## src/rtl/decoder_pkg.sv

```systemverilog
// rtl/decoder_pkg.sv - shared widths and idle-pattern helper for the 3-to-8 decoder
package decoder_pkg;

    localparam int SEL_W = 3;
    localparam int OUT_W = 2 ** SEL_W;

    // Pattern driven on d whenever no decode is being presented
    function automatic logic [OUT_W-1:0] onehot_idle(input logic active_low);
        return active_low ? {OUT_W{1'b1}} : {OUT_W{1'b0}};
    endfunction

endpackage

```

## src/rtl/decoder_3to8_core.sv

```systemverilog
// rtl/decoder_3to8_core.sv - combinational binary-to-one-hot core
module decoder_3to8_core
    import decoder_pkg::*;
(
    input  logic [SEL_W-1:0] s,
    output logic [OUT_W-1:0] onehot
);

    // Explicit 8-way decode; every select code is legal
    always_comb begin
        onehot = '0;
        case (s)
            3'd0:    onehot = 8'h01;
            3'd1:    onehot = 8'h02;
            3'd2:    onehot = 8'h04;
            3'd3:    onehot = 8'h08;
            3'd4:    onehot = 8'h10;
            3'd5:    onehot = 8'h20;
            3'd6:    onehot = 8'h40;
            3'd7:    onehot = 8'h80;
            default: onehot = '0;
        endcase
    end

endmodule

```

## src/rtl/decoder_3to8_sync.sv

```systemverilog
// rtl/decoder_3to8_sync.sv - registered 3-to-8 decoder with enable, sync clear and polarity select
module decoder_3to8_sync
    import decoder_pkg::*;
#(
    parameter bit ACTIVE_LOW = 1'b0
) (
    input  logic             clk,
    input  logic             rst,
    input  logic             en,
    input  logic [SEL_W-1:0] s,
    output logic [OUT_W-1:0] d,
    output logic             valid
);

    localparam logic [OUT_W-1:0] IDLE = onehot_idle(ACTIVE_LOW);

    logic [OUT_W-1:0] onehot;
    logic [OUT_W-1:0] d_d;
    logic [OUT_W-1:0] d_q;
    logic             valid_d;
    logic             valid_q;

    decoder_3to8_core u_core (
        .s      (s),
        .onehot (onehot)
    );

    // Next output: reset beats enable; a disabled cycle falls back to idle rather than holding
    always_comb begin
        d_d     = IDLE;
        valid_d = 1'b0;
        if (!rst && en) begin
            d_d     = ACTIVE_LOW ? ~onehot : onehot;
            valid_d = 1'b1;
        end
    end

    // Output register; rst is folded into d_d/valid_d so the flop is a plain capture
    always_ff @(posedge clk) begin
        d_q     <= d_d;
        valid_q <= valid_d;
    end

    assign d     = d_q;
    assign valid = valid_q;

endmodule

```

## config.mk

```make
export PLATFORM = sky130hd
export DESIGN_NAME = decoder_3to8_sync
export DESIGN_NICKNAME = d
export VERILOG_FILES = /design/src/rtl/decoder_pkg.sv /design/src/rtl/decoder_3to8_core.sv /design/src/rtl/decoder_3to8_sync.sv
export SDC_FILE = /design/constraint.sdc
export NUM_CORES = 1
export LEC_CHECK = 0
export CAP_MARGIN = 10
export CORE_AREA = 2 2 39 41
export DETAILED_ROUTE_END_ITERATION = 12
export DIE_AREA = 0 0 41 43
export PLACE_DENSITY = 0.43
export SYNTH_ARGS = -nofsm -noshare
export SYNTH_HDL_FRONTEND = slang
export SYNTH_SLANG_ARGS = --single-unit
```

## constraint.sdc

```tcl
create_clock -name clk -period 0.9 [get_ports clk]
set_clock_uncertainty 0.05 [all_clocks]
set_input_delay 0.27 -clock clk [delete_from_list [all_inputs] [get_ports clk]]
set_output_delay 0.27 -clock clk [all_outputs]
set_load 0.005 [all_outputs]
```

-- After elaboration in Yosys (flattened, before gate mapping)
Memories as Yosys holds them, arrays and structs flattened. A register that Yosys moved wholly into a read port is not among the register bits.
Cells that the tools add are included.
- word-level logic and storage cells: 6
- ROM bits: 64
- output and inout bits: 9
- memories kept: 1
- flip-flop bits (word level): 1
- input bits: 6
- memory list (memory ; words ; width ; rd ports ; clocked after Yosys merged registers in ; wr ports ; RTL line ; source):
    (name not given) ; 8 ; 8 ; 1 ; 1 ; 0 ; decoder_3to8_core.sv:12 ; case (s)
- reduce and logical (&&, ||, !) cells: 3
- mux-type cells: 1
- operators with widths (cell ; count):
    $logic_not A1 Y1 ; 2
    $logic_and A1 B1 Y1 ; 1
    $mux W1 ; 1

-- Logic depth before layout (Yosys ltp)
Gate-level depths: netlist of run 1.
- depth in word-level cells: 3
- mapped depth: 2
- mapped depth without buffers: 2

-- By module
A second synthesis of run 1 with hierarchy kept.
- cells, all modules: 26
- area, all modules: 321.6 µm²
- modules (own cells, without submodules) (module ; cells an instance ; instances ; area each (µm²)):
    decoder_3to8_sync ; 18 ; 1 ; 256.5
    decoder_3to8_core ; 8 ; 1 ; 65.1

-- Worst setup path after synthesis of run 1
Ideal clock, no wire load.
- path kind: in2reg
- start: input rst
- end: register d_q[0] (netlist: d[0])
- library setup time: 73 ps
- buffers on the path: 0
- cell stages on the path: 2
- slack: 16 ps
- arrival: 761 ps
- cells stage by stage: or3b_4 nor3_2
- longest elaborated chain between the ends: 3
- RTL lines (element ; RTL line ; source):
    from (decl) ; decoder_3to8_sync.sv:8 ; input logic rst,
    $logic_not A1 Y1 ; decoder_3to8_sync.sv:32 ; if (!rst && en) begin
    $logic_and A1 B1 Y1 ; decoder_3to8_sync.sv:32 ;
    $logic_not A1 Y1 (no line) ; n/a ;
    to (decl) ; decoder_3to8_sync.sv:19 ; logic [OUT_W-1:0] d_q;
Every way passes these cells.

-- Worst setup path after layout of run 1
- start: register d_q[3] (netlist: d[3])
- end: output d[3]
- RTL lines (element ; RTL line ; source):
    to (decl) ; decoder_3to8_sync.sv:11 ; output logic [OUT_W-1:0] d,
No word-level cell between the ends.

==> qor.csv, run 1 <==
stage,metric,value,unit
pwr,switching_share,20.9,%
layout,drive_gt1_share,42.9,%
pwr,clock_power_share,39.6,%
timing,tightestPinTransition,0.175,ns
synth,synth_async_sr_flop_share,0,%
placement,dp_hpwl,407,microns
pwr,pwr-share-comb,7.2,%
clocking,cts_hold_buf,0,
hold_path,hold_class,input pin to flip-flop,
placement,numPortBuffers,14,
synth,synth_top_area_share,68.9,%
synth,post_synth.cell_area_avg,11.4,sq um
synth,netlist_top_cells_area,"dfxtp_1 (69%), nor2_1 (7.2%), nand2b_1 (4.8%)",
critical_path,crit_path_top_delay_cell,dfxtp_2,
routing,via_per_inst,3.74,
critical_path,path_cells,buf_2,
critical_path,end_kind,output pin,
routing,wl_per_cell,9.10,microns
flow_run,maxCapViolations,0,
timing,period_share,111,%
clocking,cts-root-buf,clkbuf_4,
layout,fillers,150,
timing,whs,0.254,ns
clocking,cts_tree,done,
critical_path,worst-path-buf-inv,1,
global_route,antenna_found_initial,0,
global_route,grt_use_total,8.05,%
routing,routed_wl,528,microns
synth,yosys_warnings,0,
global_route,grt_overflow,0,
timing,setup_viol,9,
critical_path,cpPeakStageDelay,0.31,ns
critical_path,start_kind,flip-flop,
floorplan,core-area,0.00138,sq mm
timing,tns,-0.763,ns
pwr,ir_drop,0.441,mV
synth,synth-edff-count,0,
clocking,clk_path_buf_depth,2,
pwr,internal_power,0.608,mW
floorplan,num_rows,14,
timing,min_period,0.996,ns
layout,syn2layout_area_growth,56.9,%
outcome,violations,negative setup slack,
routing,drtIter0Drc,1,
synth,synth_ff_type,dfxtp_1,
placement,gp_congestion,0.772,
synth,synthTopCellsByCount,"dfxtp_1 (9), nor2_1 (5), nand2b_1 (2)",
critical_path,critPathMaxFanout,1,
timing,relSlewSlack,88.3,%
synth,synth_top_area_cell,dfxtp_1,
synth,yosysSeqAreaShare,68.9,%
pwr,p_leak,0.191,nW
layout,num-nets-final,49,
floorplan,die_area,0.00176,sq mm
pwr,p_per_area,1870,mW/mm^2
synth,syn_inst,23,
pwr,power_switching,0.160,mW
synth,yosysMostFrequentCell,dfxtp_1,
synth,ys_types,10,
routing,antenna_left,0,
floorplan,die_width,41,microns
critical_path,cp_top_family,flip-flops,
critical_path,crit_type,flip-flop to output pin,
synth,synth.net_count,29,
synth,synth-seq-cells,9,
pwr,seq_power_share,53.2,%
clocking,clk_pin_slew,0.06,ns
clocking,numCtsBuffers,3,
critical_path,worstPathRequired,0.58,ns
routing,drc,0,
timing,rsz0062_at_grt,true,
global_route,grt_max_degree,6,
outcome,outcome,"complete, but fails checks",
floorplan,start_util,18.9,%
timing,fmax,1000,MHz
global_route,grt_pass1_wl,848,microns
layout,antennaDiodeCount,0,
timing,finalHoldViolations,0,
global_route,grt_pass1_vias,201,
timing,final.setup.worst_slack,-0.0957,ns
clocking,htree_levels,1,
timing,maxSlewViolCount,0,
floorplan,io_pins,15,
clocking,clock-sinks,9,
floorplan,die-height,43,microns
critical_path,arrival,0.68,ns
synth,netlist_area,262,sq um
routing,dr.pass1.iters,3,
routing,vias,217,
registers in the layout, indices dropped and copies added (netlist names):
signal and count:
d 8, valid 1
stage by stage:
stage / setup WS (ns) / cell area [sq um] / cells / util (%) / power [mW]
after floorplan: 0.0158 / 262 / 23 / - / 0.437
after global placement: -0.503 / 429 / 54 / 31.0 / 0.487
after detailed placement: -0.517 / 429 / 54 / 31.0 / 0.487
after CTS: -0.108 / 408 / 58 / 29.5 / 0.788
after global routing: -0.138 / 410 / 58 / 29.7 / 0.819
final: -0.0957 / 410 / 58 / 29.7 / 0.768
repair_timing:
action	CTS	global route
resized for setup	44	2
hold endpoints to repair	0	0
setup endpoints to repair	17	10
buffers inserted	0	0
pin swaps	2	1
placed cells by master (no fill, tap or decap), drive strengths merged:
master         Yosys  routed
buf                0      10
nor2b              1       1
nand2b             2       2
nor2               6       6
nand3b             1       1
dfxtp              9       9
clkbuf             0       4
dlygate4sd2        0       2
nor3               2       2
or3b               1       1
nand2              1       1
clkdlybuf4s15      0       3
final timing paths:
check | from | endpoint | cells after the start | slack [ns]
worst max-delay path | d[3] | d[3] | 1 | -0.1
worst min-delay path | rst | valid | 2 | 0.25
layer usage:
metal	vias to the layer above	share of wire, %	global-route usage, %
met5	-	0	0
met4	0	0	8.00
met3	0	9.7	6.28
met2	9	48	9.38
met1	97	43	8.41
li1	111	-	-
power groups by stage:
stage / clock network, mW / registers [mW] / logic (mW)
3_5_place_dp: 0 / 0.418 / 0.0698
6_report: 0.304 / 0.409 / 0.0550
3_3_place_gp: 0 / 0.417 / 0.0696
4_1_cts: 0.324 / 0.408 / 0.0560
2_1_floorplan: 0 / 0.419 / 0.0177
5_1_grt: 0.350 / 0.409 / 0.0604
layout make-up:
class / instances / area, sq um / area share [%]
clock buffers: 4 / 26.3 / 6.40
multi-input cells: 14 / 81.3 / 19.8
flip-flops and latches: 9 / 183 / 44.5
well taps: 16 / 20.0 / 4.88
repair buffers: 15 / 100 / 24.4
cells by family (layout without fill, tap and decap cells):
logic type | count (synthesis) | in the layout | share of synthesized area [%]
buf+inv | 0 | 19 | 0
simple gates | 14 | 14 | 31.1
flops | 9 | 9 | 68.9
Power figures use the tool's default switching activity.
==> run 2: changes to the inputs <==
ABC_AREA = 1   (was unset)
==> run 2 against run 1 <==
The flow still finishes with violations (negative setup slack). Sequential cell count stayed put. Hold slack better by 0.036 ns. Sequential power hardly changed. Area after synthesis is 1.4% lower. Fmax is 1.7% higher. Cell count is 8.6% higher. Count of clock-buffer cells in the layout stayed put. Synthesized cell count is 26% higher. Highest routed layer is now met4.
==> qor.csv, run 2 <==
stage,metric,value,unit
synth,syn_inst,29,
global_route,grt_max_degree,6,
synth,netlist_top_cells_area,"dfxtp_1 (70%), nor2_1 (13%), inv_1 (7.3%)",
synth,ys_types,5,
floorplan,io_pins,15,
global_route,grt_use_total,7.15,%
routing,routed_wl,497,microns
timing,min_period,0.980,ns
floorplan,die_width,41,microns
clocking,htree_levels,1,
synth,synth-seq-cells,9,
routing,wl_per_cell,7.89,microns
placement,numPortBuffers,14,
synth,synth_async_sr_flop_share,0,%
clocking,numCtsBuffers,3,
pwr,ir_drop,0.482,mV
pwr,internal_power,0.608,mW
floorplan,start_util,18.6,%
clocking,clock-sinks,9,
timing,setup_viol,9,
floorplan,core-area,0.00138,sq mm
global_route,grt_pass1_vias,192,
critical_path,critPathMaxFanout,1,
global_route,grt_pass1_wl,696,microns
critical_path,worst-path-buf-inv,1,
timing,relSlewSlack,86.4,%
timing,tightestPinTransition,0.204,ns
global_route,antenna_found_initial,0,
routing,drc,0,
critical_path,crit_path_top_delay_cell,dfxtp_1,
timing,final.setup.worst_slack,-0.0795,ns
placement,dp_hpwl,374,microns
floorplan,die-height,43,microns
synth,netlist_area,258,sq um
clocking,cts_tree,done,
layout,num-nets-final,54,
pwr,p_per_area,1780,mW/mm^2
critical_path,end_kind,output pin,
synth,synth_top_area_share,69.9,%
synth,synth_top_area_cell,dfxtp_1,
synth,yosys_warnings,0,
floorplan,num_rows,14,
critical_path,cpPeakStageDelay,0.30,ns
timing,rsz0062_at_grt,true,
pwr,switching_share,20.1,%
clocking,cts-root-buf,clkbuf_4,
pwr,fin_total_pwr,0.760,mW
clocking,cts_hold_buf,0,
critical_path,worstPathRequired,0.58,ns
flow_run,maxCapViolations,0,
clocking,cts_setup_buffers,0,
synth,synth_ff_type,dfxtp_1,
critical_path,cp_top_family,flip-flops,
timing,fmax,1020,MHz
timing,finalHoldViolations,0,
clocking,clk_pin_slew,0.05,ns
synth,synthTopCellsByCount,"dfxtp_1 (9), nor2_1 (9), inv_1 (5)",
global_route,grt_overflow,0,
layout,syn2layout_area_growth,65.5,%
pwr,pwr-share-comb,8.2,%
pwr,power_switching,0.152,mW
routing,drtIter0Drc,5,
placement,placed_cell_area,418,sq um
routing,vias,219,
floorplan,die_area,0.00176,sq mm
critical_path,start_kind,flip-flop,
synth,synth.net_count,35,
pwr,seq_power_share,53.7,%
outcome,violations,negative setup slack,
timing,period_share,109,%
outcome,outcome,"complete, but fails checks",
hold_path,hold_class,input pin to flip-flop,
critical_path,arrival,0.66,ns
pwr,p_leak,0.236,nW
layout,layout_common_cells,"dfxtp_1 (9), buf_2 (9), nor2_1 (8)",
critical_path,crit_type,flip-flop to output pin,
layout,antennaDiodeCount,0,
routing,antenna_left,0,
critical_path,path_cells,buf_2,
timing,maxSlewViolCount,0,
clocking,clk_path_buf_depth,2,
synth,synth-edff-count,0,
synth,post_synth.cell_area_avg,8.89,sq um
pwr,clock_power_share,38.1,%
routing,dr.pass1.iters,4,
layout,drive_gt1_share,34.0,%
routing,via_per_inst,3.48,
layout,largest_reg_flops,8,
layout,finalInstanceArea,427,sq um
synth,yosysSeqAreaShare,69.9,%
placement,gp_congestion,0.651,
[run 2: changes by cell type after synthesis, sizes merged]
| cell | delta |
|---|---|
| or3b | -1 |
| nor2b | -1 |
| nand2b | -2 |
| nand3 | +2 |
| nor3 | -2 |
| nor2 | +3 |
| nand2 | +3 |
| inv | +5 |
| nand3b | -1 |
[run 2: logic make-up (layout without fill, tap and decap cells)]
kind of cell	Yosys count	after routing	synth area share (%)
AND/OR/NAND/NOR	15	15	22.8
flip-flops	9	9	69.9
buffers and inverters	5	23	7.28
[run 2: power groups by stage]
stage          clock, mW  sequential [mW]  combinational (mW)
5_1_grt            0.343            0.408              0.0698
2_1_floorplan          0            0.419              0.0177
6_report           0.290            0.408              0.0621
4_1_cts            0.309            0.408              0.0563
3_5_place_dp           0            0.418              0.0638
3_3_place_gp           0            0.417              0.0636
[run 2: timing repair]
action,CTS,global route
pin swaps,0,0
gates resized for setup,36,8
endpoints found under the setup margin,9,17
[run 2: stage by stage]
step | hold WS (ns) | utilization [%] | worst slack, ns | instances | TNS (ns)
final | 0.290 | 30.8 | -0.0795 | 63 | -0.664
after global routing | 0.286 | 30.8 | -0.129 | 63 | -1.04
after CTS | 0.517 | 28.8 | -0.0962 | 63 | -0.809
after detailed placement | 0.784 | 30.2 | -0.268 | 59 | -3.95
after global placement | 0.782 | 30.2 | -0.261 | 59 | -3.87
after floorplan | 0.291 | - | 0.279 | 29 | 0
[run 2: metal layers]
metal	share of wire (%)	GRT usage (%)	vias to the layer above
li1	-	-	120
met1	41	6.17	86
met2	42	7.81	11
met3	16	4.71	2
met4	1.6	12.0	0
met5	0	0	-
[run 2: cell type report]
cell class	instances	area, sq um
clock buffers	4	26.3
flip-flops and latches	9	180
repair buffers	14	103
fillers	155	957
multi-input cells	15	78.8
inverters	5	18.8
well taps	16	20.0
[run 2: path summary, 6_finish.rpt]
check | to | startpoint | slack (ns) | depth (start not counted)
max | d[5] | d[5] | -0.08 | 1
min | d[5] | s[0] | 0.29 | 3
